### config.mk
export PLATFORM = sky130hd
export DESIGN_NAME = ei_extrema_store_flat
export DESIGN_NICKNAME = d
export VERILOG_FILES = /design/src/rtl/ei_extrema_store_if.sv /design/src/rtl/ei_extrema_store.sv /design/src/flat_wrapper.sv
export SDC_FILE = /design/constraint.sdc
export NUM_CORES = 1
export LEC_CHECK = 0
export CORE_MARGIN = 2
export CORE_UTILIZATION = 60
export CTS_CLUSTER_DIAMETER = 150
export DETAILED_ROUTE_END_ITERATION = 8
export HOLD_SLACK_MARGIN = 0.03
export PLACE_DENSITY = 0.79
export SLEW_MARGIN = 30
export SYNTH_ARGS = -nofsm -noshare
export SYNTH_HDL_FRONTEND = slang
export SYNTH_SLANG_ARGS = --single-unit
### constraint.sdc
create_clock -name CLK -period 5.4 [get_ports CLK]
set_input_delay 1.08 -clock CLK [delete_from_list [all_inputs] [get_ports CLK]]
set_output_delay 1.08 -clock CLK [all_outputs]
set_load 0.1 [all_outputs]
### src/rtl/ei_extrema_store_if.sv
`default_nettype none
// ============================================================================
// Module      : ei_extrema_store_if
// Description : Extremum-trigger capture and read-handshake bundle for the
//               EMD extrema store.
// Revision    : 1.0 - initial release
// ============================================================================
interface ei_extrema_store_if #(
    parameter int AW = 4
);
    logic          Trg;
    logic [15:0]   Time;
    logic [15:0]   B;
    logic          Rd_en;
    logic          Clr_ovf;
    logic          Rd_valid;
    logic [15:0]   Rd_time;
    logic [15:0]   Rd_val;
    logic [AW:0]   Count;
    logic          Empty;
    logic          Full;
    logic          Ovf;
    logic [15:0]   Interval;
    logic          Int_valid;

    modport master (
        output Trg, Time, B, Rd_en, Clr_ovf,
        input  Rd_valid, Rd_time, Rd_val, Count, Empty, Full, Ovf, Interval, Int_valid
    );

    modport slave (
        input  Trg, Time, B, Rd_en, Clr_ovf,
        output Rd_valid, Rd_time, Rd_val, Count, Empty, Full, Ovf, Interval, Int_valid
    );
endinterface
`default_nettype wire

### src/rtl/ei_extrema_store.sv
`default_nettype none
// ============================================================================
// Module      : ei_extrema_store
// Description : Captures {Time,B} on each extremum trigger into a FIFO, drains
//               it through a registered read, tracks extremum spacing/overflow.
// Revision    : 1.0 - initial release
// ============================================================================
module ei_extrema_store #(
    parameter int DEPTH = 16,
    parameter int AW    = 4,
    parameter int DEDUP = 1
) (
    input  wire logic            CLK,
    input  wire logic            RST,
    ei_extrema_store_if.slave    bus
);
    localparam logic [AW:0] c_DEPTH = (AW+1)'(DEPTH);

    logic [31:0]   mem_q [DEPTH];

    logic [AW-1:0] wr_ptr_q, wr_ptr_d;
    logic [AW-1:0] rd_ptr_q, rd_ptr_d;
    logic [AW:0]   count_q, count_d;
    logic          empty_q, empty_d;
    logic          full_q, full_d;
    logic          ovf_q, ovf_d;
    logic          rd_valid_q, rd_valid_d;
    logic [15:0]   rd_time_q, rd_time_d;
    logic [15:0]   rd_val_q, rd_val_d;
    logic [15:0]   interval_q, interval_d;
    logic          int_valid_q, int_valid_d;
    logic [15:0]   last_time_q, last_time_d;
    logic          have_last_q, have_last_d;

    logic w_dup, w_capture, w_pop, w_push, w_drop;

    assign w_dup     = (DEDUP != 0) && have_last_q && (bus.Time == last_time_q);
    assign w_capture = bus.Trg && !w_dup;
    assign w_pop     = bus.Rd_en && !empty_q;
    // A pop in the same cycle frees a slot, so a full FIFO still accepts the write.
    assign w_push    = w_capture && (!full_q || w_pop);
    assign w_drop    = w_capture && full_q && !w_pop;

    always_comb begin
        wr_ptr_d    = wr_ptr_q;
        rd_ptr_d    = rd_ptr_q;
        count_d     = count_q;
        ovf_d       = ovf_q;
        rd_valid_d  = 1'b0;
        rd_time_d   = rd_time_q;
        rd_val_d    = rd_val_q;
        interval_d  = interval_q;
        int_valid_d = int_valid_q;
        last_time_d = last_time_q;
        have_last_d = have_last_q;

        if (w_push) begin
            wr_ptr_d = wr_ptr_q + 1'b1;
        end
        if (w_pop) begin
            rd_ptr_d   = rd_ptr_q + 1'b1;
            rd_valid_d = 1'b1;
            rd_time_d  = mem_q[rd_ptr_q][31:16];
            rd_val_d   = mem_q[rd_ptr_q][15:0];
        end
        if (w_push && !w_pop) begin
            count_d = count_q + 1'b1;
        end else if (w_pop && !w_push) begin
            count_d = count_q - 1'b1;
        end

        if (bus.Clr_ovf) begin
            ovf_d = 1'b0;
        end
        if (w_drop) begin
            ovf_d = 1'b1;
        end

        // Spacing tracks every accepted trigger, even one lost to a full FIFO.
        if (w_capture) begin
            interval_d  = bus.Time - last_time_q;
            last_time_d = bus.Time;
            int_valid_d = have_last_q;
            have_last_d = 1'b1;
        end
    end

    assign empty_d = (count_d == '0);
    assign full_d  = (count_d == c_DEPTH);

    always_ff @(posedge CLK) begin
        if (RST) begin
            wr_ptr_q    <= '0;
            rd_ptr_q    <= '0;
            count_q     <= '0;
            empty_q     <= 1'b1;
            full_q      <= 1'b0;
            ovf_q       <= 1'b0;
            rd_valid_q  <= 1'b0;
            rd_time_q   <= '0;
            rd_val_q    <= '0;
            interval_q  <= '0;
            int_valid_q <= 1'b0;
            last_time_q <= '0;
            have_last_q <= 1'b0;
        end else begin
            wr_ptr_q    <= wr_ptr_d;
            rd_ptr_q    <= rd_ptr_d;
            count_q     <= count_d;
            empty_q     <= empty_d;
            full_q      <= full_d;
            ovf_q       <= ovf_d;
            rd_valid_q  <= rd_valid_d;
            rd_time_q   <= rd_time_d;
            rd_val_q    <= rd_val_d;
            interval_q  <= interval_d;
            int_valid_q <= int_valid_d;
            last_time_q <= last_time_d;
            have_last_q <= have_last_d;
        end
    end

    always_ff @(posedge CLK) begin
        if (!RST && w_push) begin
            mem_q[wr_ptr_q] <= {bus.Time, bus.B};
        end
    end

    assign bus.Rd_valid  = rd_valid_q;
    assign bus.Rd_time   = rd_time_q;
    assign bus.Rd_val    = rd_val_q;
    assign bus.Count     = count_q;
    assign bus.Empty     = empty_q;
    assign bus.Full      = full_q;
    assign bus.Ovf       = ovf_q;
    assign bus.Interval  = interval_q;
    assign bus.Int_valid = int_valid_q;
endmodule
`default_nettype wire

### src/flat_wrapper.sv
// flat-port wrapper written by rule: the top's interface ports become plain ports
module ei_extrema_store_flat 
#(
    parameter int DEPTH = 16,
    parameter int AW    = 4,
    parameter int DEDUP = 1
)
  (CLK, RST, bus_Trg, bus_Time, bus_B, bus_Rd_en, bus_Clr_ovf, bus_Rd_valid, bus_Rd_time, bus_Rd_val, bus_Count, bus_Empty, bus_Full, bus_Ovf, bus_Interval, bus_Int_valid);
  ei_extrema_store_if #(.AW(AW)) bus_i ();
  input  wire logic CLK;
  input  wire logic RST;
  input wire logic [$bits(bus_i.Trg)-1:0] bus_Trg;
  input wire logic [$bits(bus_i.Time)-1:0] bus_Time;
  input wire logic [$bits(bus_i.B)-1:0] bus_B;
  input wire logic [$bits(bus_i.Rd_en)-1:0] bus_Rd_en;
  input wire logic [$bits(bus_i.Clr_ovf)-1:0] bus_Clr_ovf;
  output wire logic [$bits(bus_i.Rd_valid)-1:0] bus_Rd_valid;
  output wire logic [$bits(bus_i.Rd_time)-1:0] bus_Rd_time;
  output wire logic [$bits(bus_i.Rd_val)-1:0] bus_Rd_val;
  output wire logic [$bits(bus_i.Count)-1:0] bus_Count;
  output wire logic [$bits(bus_i.Empty)-1:0] bus_Empty;
  output wire logic [$bits(bus_i.Full)-1:0] bus_Full;
  output wire logic [$bits(bus_i.Ovf)-1:0] bus_Ovf;
  output wire logic [$bits(bus_i.Interval)-1:0] bus_Interval;
  output wire logic [$bits(bus_i.Int_valid)-1:0] bus_Int_valid;
  assign bus_i.Trg = bus_Trg;
  assign bus_i.Time = bus_Time;
  assign bus_i.B = bus_B;
  assign bus_i.Rd_en = bus_Rd_en;
  assign bus_i.Clr_ovf = bus_Clr_ovf;
  assign bus_Rd_valid = bus_i.Rd_valid;
  assign bus_Rd_time = bus_i.Rd_time;
  assign bus_Rd_val = bus_i.Rd_val;
  assign bus_Count = bus_i.Count;
  assign bus_Empty = bus_i.Empty;
  assign bus_Full = bus_i.Full;
  assign bus_Ovf = bus_i.Ovf;
  assign bus_Interval = bus_i.Interval;
  assign bus_Int_valid = bus_i.Int_valid;
  ei_extrema_store #(.DEPTH(DEPTH), .AW(AW), .DEDUP(DEDUP)) u_core (.CLK(CLK), .RST(RST), .bus(bus_i));
endmodule
==> results of run 1 <==
-- state kept, by name (all words and copies together), names as in the netlist --
| register | count |
|---|---|
| u_core.mem_q | 512 |
| u_core.bus.Interval | 16 |
| u_core.bus.Rd_time | 16 |
| u_core.bus.Rd_val | 16 |
| u_core.last_time_q | 16 |
| u_core.bus.Count | 5 |
| u_core.rd_ptr_q | 4 |
| u_core.wr_ptr_q | 4 |
| u_core.bus.Empty | 1 |
| u_core.bus.Full | 1 |
| u_core.bus.Int_valid | 1 |
| u_core.bus.Ovf | 1 |
| u_core.bus.Rd_valid | 1 |
| u_core.have_last_q | 1 |
-- worst min path at each step --
stage / slack [ns] / depth (start not counted) / endpoint
final: 0.45 / 2 / u_core.bus.Rd_val[3]$_SDFFE_PP0P_
after global routing: 0.47 / 2 / u_core.last_time_q[11]$_SDFFE_PP0N_
after CTS: 0.46 / 2 / u_core.last_time_q[14]$_SDFFE_PP0N_
after detailed placement: 0.45 / 2 / u_core.last_time_q[14]$_SDFFE_PP0N_
after global placement: 0.44 / 2 / u_core.bus.Rd_val[11]$_SDFFE_PP0P_
after floorplan: 0.44 / 2 / u_core.last_time_q[10]$_SDFFE_PP0N_
-- cells by family (layout without fill, tap and decap cells) --
family                     Yosys count  count (layout)  share of synthesized area [%]
muxes                              164             164                          15.76
buffers and inverters               87             266                          1.596
AOI/OAI and AO/OA                  106             106                          2.862
and+or+nand+nor                    221             221                          4.236
xor gates and xnor gates            16              16                         0.6059
DFF                                595             595                          73.67
adders and majority gates           23              23                          1.277
-- synthesized netlist by cell type (4+ instances only) --
master      n
xor2_1     10
clkbuf_1   34
or3_1       5
a31oi_1     5
nand4_1    10
mux4_2    160
nor3_1      5
nor2_1     47
a211oi_1    6
a21oi_1    62
o21ai_0     6
o21a_1      4
inv_1      24
buf_2      16
nand2_1   117
buf_1       9
edfxtp_1  512
xnor2_1     6
nor2b_1     6
dfxtp_1    83
mux2i_1     4
ha_1       22
nand3_1    10
-- layer usage --
metal  track usage (%)  part of all wire (%)
met3             4.800                   7.3
met4             8.466                   3.0
met1             36.22                    40
met2             42.01                    50
met5                 0                     0
-- critical path, delay by kind of cell --
family / cells / cell delay, ns
AOI/OAI and AO/OA: 2 / 0.41
and+or+nand+nor: 4 / 1.27
adders and majority gates: 1 / 0.33
buffers and inverters: 3 / 1.21
-- power groups by stage --
stage / sequential, mW / combinational [mW] / clock, mW
floorplan: 5.55 / 0.638 / 0
global placement: 5.26 / 1.28 / 0
detailed placement: 5.27 / 1.29 / 0
CTS: 5.17 / 1.31 / 4.06
global route: 5.16 / 1.41 / 4.23
finish: 5.15 / 1.33 / 4.00
-- metrics by stage --
stage / cell area, sq um / total power, mW
2_1_floorplan: 23130 / 6.188
5_1_grt: 26900 / 10.80
4_1_cts: 26870 / 10.54
3_3_place_gp: 24970 / 6.542
6_report: 26900 / 10.49
3_5_place_dp: 24980 / 6.564
-- area by class of cell --
| class | instances | area, sq um |
|---|---|---|
| flip-flops and latches | 595 | 17050 |
| well taps | 511 | 639.4 |
| clock buffers | 76 | 1608 |
| inverters | 24 | 90.09 |
| multi-input cells | 530 | 5851 |
| fillers | 2248 | 10940 |
| clock inverters | 30 | 289.0 |
| repair buffers | 136 | 1374 |
==> out/results.tsv, run 1 <==
stage	metric	value	unit
floorplan	row_count	71	
clocking	clkTransAtPathRegs	0.06	ns
synthesis	ys_dominant_reg_cell	edfxtp_1	
timing	fin_crit	4.023	ns
clocking	cts_hold_buf	0	
clocking	cts-resized-gates	0	
critical_path	worstSetupPathType	in2reg	
floorplan	core	37840	sq um
clocking	ctsRootBufferMaster	clkbuf_16	
place	placed_cells	1795	
layout	synthToLayoutAreaGrowth	16.32	%
route	first_pass_iters	5	
clocking	h-tree-depth	2	
layout	layout_commonest_cell	edfxtp_1	
synthesis	synth-seq-cells	595	
floorplan	floorplan.initialDensity	61.11	%
place	globalplace.congestion	0.8257	
timing	finalSetupViolations	0	
timing	fmax	248.6	MHz
critical_path	reg2reg_slack	2.38	ns
power	power_switching	2.582	mW
clocking	numCtsBuffers	56	
run	max_cap_viol_count	0	
global_route	grt_pass1_wl	77.27	mm
clocking	clock-sinks	595	
critical_path	regToRegEndpoint	u_core.mem_q[15][9]$_DFFE_PP_	
critical_path	cpMaxStageDelayCell	clkdlybuf4s50_1	
synthesis	synth_area	23130	sq um
route	routedWlPerCell	26.87	um
outcome	status	finished clean	
route	vias_per_cell	6.368	
floorplan	die-area	40130	sq um
synthesis	avgSynthCellArea	19.08	sq um
timing	skew	0.01569	ns
critical_path	worst_setup_path_end_kind	flip-flop	
layout	nNetsFinal	1403	
place	portBuffers	94	
hold_path	hp-class	reg2reg	
power	p_leak	8.478	nW
timing	fin_crit_sh	74.51	%
layout	final_core_utilization	71.08	%
route	ant_nets	0	
synthesis	ys_async_sr_fraction	0	%
layout	stdcell_count	1902	
power	clock_power_share	38.2	%
timing	final_max_slew_viol_count	0	
synthesis	synth_area_leader_cell	edfxtp_1	
power	combPwrFrac	12.7	%
clocking	cts_tree	built	
clocking	post_cts_buffers	0	
timing	hold_viol_final	0	
timing	slew_headroom	30.81	%
critical_path	cp_data_required_time	5.70	ns
critical_path	crit_path_start	bus_Time[0]	
synthesis	synth_warnings	0	
timing	worst_slack	1.377	ns
timing	grt_setup_unrepaired	false	
floorplan	die_w	200.3	um
critical_path	critPathMaxFanout	19	
critical_path	r2r_start	u_core.last_time_q[1]$_SDFFE_PP0N_	
power	swShare	24.62	%
global_route	grt_pass1_vias	12320	
place	dp_hpwl	28.03	mm
layout	final_cell_mix	512 x edfxtp_1, 160 x mux4_2, 117 x nand2_1	
timing	tns	0	ns
critical_path	start_kind	input port	
synthesis	synth-edff-count	512	
route	drc_errors	0	
layout	diodes	0	
floorplan	num_io_pins	95	
synthesis	synth_cells	1212	
synthesis	synth_nets	1272	
synthesis	yosysSeqAreaShare	73.67	%
timing	worst_pin_slew	1.035	ns
synthesis	ys_types	53	
critical_path	crit_end	u_core.mem_q[15][9]$_DFFE_PP_	
route	vias	12110	
power	ir_drop	294.3	uV
critical_path	path_cells	clkdlybuf4s50_1, inv_1, ha_1, nand4_1, or2_2, o21ai_2, a21oi_2, nand2_1, nor2_4, buf_12	
power	p_seq_share	49.1	%
critical_path	r2r_cells	9	
synthesis	synth_top_area_share	66.48	%
synthesis	synth_area_leaders	edfxtp_1 66%, mux4_2 16%, dfxtp_1 7.2%	
route	drt-initial-drc-count	1204	
hold_path	holdCritStartpoint	u_core.bus.Rd_val[3]$_SDFFE_PP0P_	
global_route	grt-ovfl-total	0	
route	drt_wl_total	51.12	mm
power	p_int	7.905	mW
clocking	clk_path_buf_depth	3	
global_route	grt_max_degree	83	
place	pre_cts_ws	0.8093	ns
power	p_per_area	389.8	nW/um^2
global_route	track_usage	25.88	%
floorplan	die_y	200.3	um
global_route	antenna_found_initial	0	
layout	drive_gt1_share	23.72	%
critical_path	critPathArrivalTime	4.32	ns
critical_path	slowest_delay	0.84	ns
timing	holdWs	0.4524	ns
clocking	insertion_delay	0.60	ns
(Power assumes the default switching activity.)
==> run 2: changes to the inputs <==
clock period = 3.9 ns   (was 5.4 ns; I/O delays follow)
==> out/results.tsv, run 2 (same netlist as run 1, synthesis figures left out) <==
stage	metric	value	unit	change
floorplan	die_w	200.3	um	unchanged
clocking	cts_hold_buf	0		unchanged
place	globalplace.congestion	0.8346		+1.1%
critical_path	cp_data_required_time	4.21	ns	-1.49 ns
outcome	status	finished clean		
global_route	grt_pass1_vias	12940		+5.1%
route	vias	12370		+2.1%
place	portBuffers	94		unchanged
layout	drive_gt1_share	24.08	%	+0.36 points
hold_path	hold_path_end	u_core.wr_ptr_q[2]$_SDFFE_PP0N_		
place	dp_hpwl	29.81	mm	+6.4%
route	drc_errors	0		unchanged
route	vias_per_cell	6.433		+1.0%
layout	layout_commonest_cell	edfxtp_1		
layout	final_cell_mix	512 x edfxtp_1, 160 x mux4_2, 117 x nand2_1		
global_route	grt_pass1_wl	82.24	mm	+6.4%
power	p_per_area	538.6	nW/um^2	+38%
layout	nNetsFinal	1423		+1.4%
critical_path	regToRegEndpoint	u_core.mem_q[10][15]$_DFFE_PP_		
clocking	insertion_delay	0.62	ns	+0.02 ns
layout	fin_area	27160	sq um	+0.97%
global_route	grt-ovfl-total	0		unchanged
layout	synthToLayoutAreaGrowth	17.45	%	
timing	tns	0	ns	unchanged
clocking	cts-resized-gates	0		unchanged
hold_path	min_path_cells	2		unchanged
route	ant_nets	0		unchanged
global_route	gr-usage-met1	36.25	%	about the same
global_route	antenna_found_initial	0		unchanged
clocking	clk_path_buf_depth	3		unchanged
global_route	use_met3	4.540	%	-0.26 points
route	first_pass_iters	5		unchanged
layout	largest_reg_flops	512		unchanged
critical_path	reg2reg_slack	0.95	ns	-1.43 ns
layout	diodes	0		unchanged
floorplan	die_y	200.3	um	unchanged
timing	worst_slack	0.5872	ns	-0.7895 ns
critical_path	r2r_cells	9		unchanged
floorplan	floorplan.initialDensity	61.11	%	unchanged
floorplan	core	37840	sq um	unchanged
critical_path	critPathArrivalTime	3.62	ns	-0.70 ns
floorplan	row_count	71		unchanged
layout	regMostFlops	u_core.mem_q		
clocking	clkTransAtPathRegs	0.07	ns	about the same
power	ir_drop	447.6	uV	+52%
timing	final_max_slew_viol_count	0		unchanged
critical_path	worstSetupPathType	in2reg		
place	placed_cell_area	25260	sq um	+1.1%
clocking	h-tree-depth	2		unchanged
power	power.total	14.63	mW	+39%
layout	final_core_utilization	71.77	%	+0.69 points
floorplan	num_io_pins	95		unchanged
timing	fin_crit	3.313	ns	
clocking	ctsRootBufferMaster	clkbuf_16		
layout	fillers	2231		-0.76%
critical_path	worst_setup_path_end_kind	flip-flop		
timing	skew	0.01909	ns	+0.003404 ns
global_route	grt_max_degree	81		-2.4%
hold_path	holdCritStartpoint	RST		
global_route	track_usage	27.93	%	+2.0 points
timing	hold_viol_final	0		unchanged
clocking	cts_tree	built		
critical_path	start_kind	input port		
timing	grt_setup_unrepaired	false		
timing	finalSetupViolations	0		unchanged
global_route	top_usage_layer	met2		
clocking	post_cts_buffers	0		unchanged
timing	worst_pin_slew	1.013	ns	-0.02145 ns
hold_path	hp-class	in2reg		
critical_path	r2r_start	u_core.last_time_q[7]$_SDFFE_PP0N_		
timing	slew_headroom	32.24	%	+1.4 points
timing	fmax	301.9	MHz	
route	drt_wl_total	55.03	mm	+7.7%
place	pre_cts_ws	0.004038	ns	-0.8053 ns
floorplan	die-area	40130	sq um	unchanged
route	drt-initial-drc-count	1305		+8.4%
run	max_cap_viol_count	0		unchanged
clocking	clock-sinks	595		unchanged
global_route	grt_use_met2	48.50	%	+6.5 points
power	p_leak	8.562	nW	+0.98%
critical_path	critPathMaxFanout	18		-1
route	routedWlPerCell	28.62	um	+6.5%
timing	fin_crit_sh	84.94	%	
clocking	numCtsBuffers	57		+1.8%
[run 2: worst max-delay path, stage by stage]
cell             delay, ns
clkdlybuf4s50_1       0.52
ha_1                  0.36
nand4_1               0.21
or3_4                 0.20
o21ai_2               0.06
a21oi_2               0.23
nand2_1               0.24
nor2_4                0.74
buf_12                0.26
[run 2: layer usage]
layer  wire length, um  up-vias  part of all wire [%]
li1                  -     5164                     -
met1             19980     6358                    36
met2             28870      728                    52
met3              4372      120                   7.9
met4              1813        0                   3.3
met5                 0        -                     0
[run 2: worst max path at each step]
stage                       from                              to  slack (ns)
global placement     bus_Time[5]  u_core.mem_q[11][14]$_DFFE_PP_        0.08
floorplan           bus_Time[13]    u_core.mem_q[3][0]$_DFFE_PP_       0.001
finish               bus_Time[5]  u_core.mem_q[10][15]$_DFFE_PP_        0.59
detailed placement   bus_Time[5]  u_core.mem_q[10][15]$_DFFE_PP_       0.004
global route         bus_Time[5]  u_core.mem_q[10][15]$_DFFE_PP_        0.47
CTS                  bus_Time[5]  u_core.mem_q[10][15]$_DFFE_PP_        0.60
[run 2: final cells by class]
cell class	instances	area [sq um]	share of cell area, %
multi-input combinational	530	5851	21.54
clock inverter	39	425.4	1.566
sequential	595	17050	62.76
inverter	24	90.09	0.3317
clock buffer	69	1471	5.417
timing repair buffer	155	1638	6.030
tap	511	639.4	2.354
[run 2: stage by stage]
step	hold slack (ns)	cells
2_1_floorplan	0.4363	1212
3_3_place_gp	0.4424	1815
3_5_place_dp	0.4485	1815
4_1_cts	0.3546	1923
5_1_grt	0.3711	1923
6_report	0.3858	1923
[run 2: report_power, final]
part	internal, mW	switching (mW)	leakage, nW
Sequential	7.03	0.0851	5.30
Combinational	0.707	1.18	2.36
Clock	3.23	2.40	0.907
Total	11.0	3.66	8.56
==> run 3: changes to the inputs <==
CORE_UTILIZATION = 54   (was 60)
PLACE_DENSITY = 0.75   (was 0.79)
clock period = 3 ns   (was 3.9 ns; I/O delays follow)
==> out/results.tsv, run 3 (same netlist as run 1, synthesis figures left out) <==
stage	metric	value	unit	change
layout	multi_input_area	5851	sq um	unchanged
layout	regMostFlops	u_core.mem_q		
critical_path	worstSetupPathType	in2reg		
clocking	clock-sinks	595		unchanged
power	clock_power_share	37.7	%	-0.8 points
timing	fin_crit	2.796	ns	
power	p_per_area	686.4	nW/um^2	+27%
run	max_cap_viol_count	0		unchanged
route	wl_met2	25.96	mm	-10%
clocking	post_cts_buffers	0		unchanged
route	vias_per_cell	6.127		-4.7%
layout	synthToLayoutAreaGrowth	18.62	%	
global_route	grt-ovfl-total	0		unchanged
power	power_switching	4.622	mW	+26%
critical_path	critPathArrivalTime	3.08	ns	-0.54 ns
outcome	status	finished clean		
power	combPwrFrac	13.2	%	+0.3 points
clocking	cts_hold_buf	0		unchanged
timing	slew_headroom	58.52	%	+26 points
floorplan	die-area	44500	sq um	+11%
power	p_leak	8.891	nW	+3.8%
clocking	cts_tree	built		
critical_path	critPathMaxFanout	22		+4
global_route	grt_pass1_wl	78.53	mm	-4.5%
timing	holdWs	0.3521	ns	-0.03370 ns
layout	layout_commonest_cell	edfxtp_1		
route	ant_nets	0		unchanged
route	routedWlPerCell	26.28	um	-8.2%
timing	grt_setup_unrepaired	false		
clocking	clkTransAtPathRegs	0.06	ns	about the same
power	p_seq_share	49.1	%	+0.5 points
clocking	ctsRootBufferMaster	clkbuf_16		
floorplan	num_io_pins	95		unchanged
timing	worst_pin_slew	0.6223	ns	-0.3909 ns
layout	largest_reg_flops	512		unchanged
timing	final_max_slew_viol_count	0		unchanged
floorplan	floorplan.initialDensity	54.89	%	-6.2 points
layout	fillers	2714		+22%
route	routed.top_layer	met5		
critical_path	cp_data_required_time	3.29	ns	-0.92 ns
clocking	insertion_delay	0.62	ns	about the same
route	drt_wl_total	52.20	mm	-5.2%
layout	final_core_utilization	65.10	%	-6.7 points
route	drc_errors	0		unchanged
layout	nNetsFinal	1462		+2.7%
timing	fin_crit_sh	93.19	%	
global_route	grt_pass1_vias	12310		-4.9%
global_route	antenna_found_initial	1		+1
place	portBuffers	94		unchanged
route	drt-initial-drc-count	1278		-2.1%
place	globalplace.congestion	0.8475		+1.5%
critical_path	worst_setup_path_end_kind	flip-flop		
layout	fin_area	27430	sq um	+1.0%
power	p_int	14.21	mW	+30%
timing	fmax	357.7	MHz	
layout	final_cell_mix	512 x edfxtp_1, 160 x mux4_2, 129 x buf_4		
layout	regArea	17050	sq um	unchanged
clocking	h-tree-depth	2		unchanged
timing	skew	0.02754	ns	+0.008442 ns
timing	hold_viol_final	0		unchanged
hold_path	hp-class	in2reg		
place	placed_cell_area	25580	sq um	+1.3%
floorplan	die_y	210.9	um	+5.3%
clocking	numCtsBuffers	57		unchanged
clocking	clk_path_buf_depth	3		unchanged
place	dp_hpwl	31.94	mm	+7.1%
route	wl_met1	21.29	mm	+6.6%
critical_path	start_kind	input port		
layout	diodes	0		unchanged
global_route	track_usage	24.24	%	-3.7 points
floorplan	die_w	210.9	um	+5.3%
power	ir_drop	548.1	uV	+22%
floorplan	row_count	75		+5.6%
global_route	grt_max_degree	54		-33%
route	vias	12170		-1.6%
route	wl_met3	3.615	mm	-17%
route	first_pass_iters	8		+3
clocking	cts-resized-gates	0		unchanged
timing	finalSetupViolations	0		unchanged
power	swShare	24.54	%	-0.49 points
floorplan	core	42130	sq um	+11%
layout	drive_gt1_share	29.99	%	+5.9 points
==> run 3: metrics by stage <==
stage | std cells | TNS (ns) | power (mW) | setup slack (ns)
5_1_grt | 1986 | 0 | 19.38 | 0.009461
3_5_place_dp | 1882 | -176.56 | 11.91 | -0.3836
3_3_place_gp | 1882 | -170.34 | 11.88 | -0.3539
2_1_floorplan | 1212 | -97.14 | 11.14 | -0.2472
4_1_cts | 1986 | 0 | 18.95 | 0.1942
6_report | 1986 | 0 | 18.83 | 0.2044
==> run 3: path summary, 6_finish.rpt <==
path                                             end  slack, ns  depth (start not counted)                                from
hold reg to reg   u_core.bus.Rd_time[6]$_SDFFE_PP0P_       0.45                          2  u_core.bus.Rd_time[6]$_SDFFE_PP0P_
setup / recovery       u_core.mem_q[1][10]$_DFFE_PP_       0.20                         10                         bus_Time[4]
setup reg to reg       u_core.mem_q[1][10]$_DFFE_PP_       0.42                         10  u_core.last_time_q[1]$_SDFFE_PP0N_
hold / removal       u_core.wr_ptr_q[1]$_SDFFE_PP0N_       0.35                          2                                 RST
==> run 3: per-layer routing <==
metal	track usage, %	vias up
met5	0	-
met4	7.455	2
met3	4.371	94
met2	39.30	512
met1	34.12	6325
li1	-	5236
==> run 3: critical path, stage by stage <==
cell and delay [ns]:
clkdlybuf4s50_1 0.64, ha_1 0.30, nand4_1 0.20, or3_4 0.18, o21ai_2 0.06, a21oi_2 0.39, nand2_1 0.13, buf_4 0.20
nor2_4 0.14, buf_12 0.23
==> run 3: final cells by class <==
class | count | area share (%)
sequential | 595 | 62.14
multi-input combinational | 530 | 21.33
timing repair buffer | 194 | 6.997
clock buffer | 70 | 5.606
tap | 539 | 2.458
clock inverter | 34 | 1.140
inverter | 24 | 0.3284
==> run 3: power by group through the flow <==
stage	registers (mW)	clock network [mW]	logic, mW
final	9.25	7.10	2.48
after global routing	9.26	7.48	2.63
after CTS	9.25	7.20	2.51
after detailed placement	9.42	0	2.49
after global placement	9.42	0	2.46
after floorplan	9.99	0	1.16
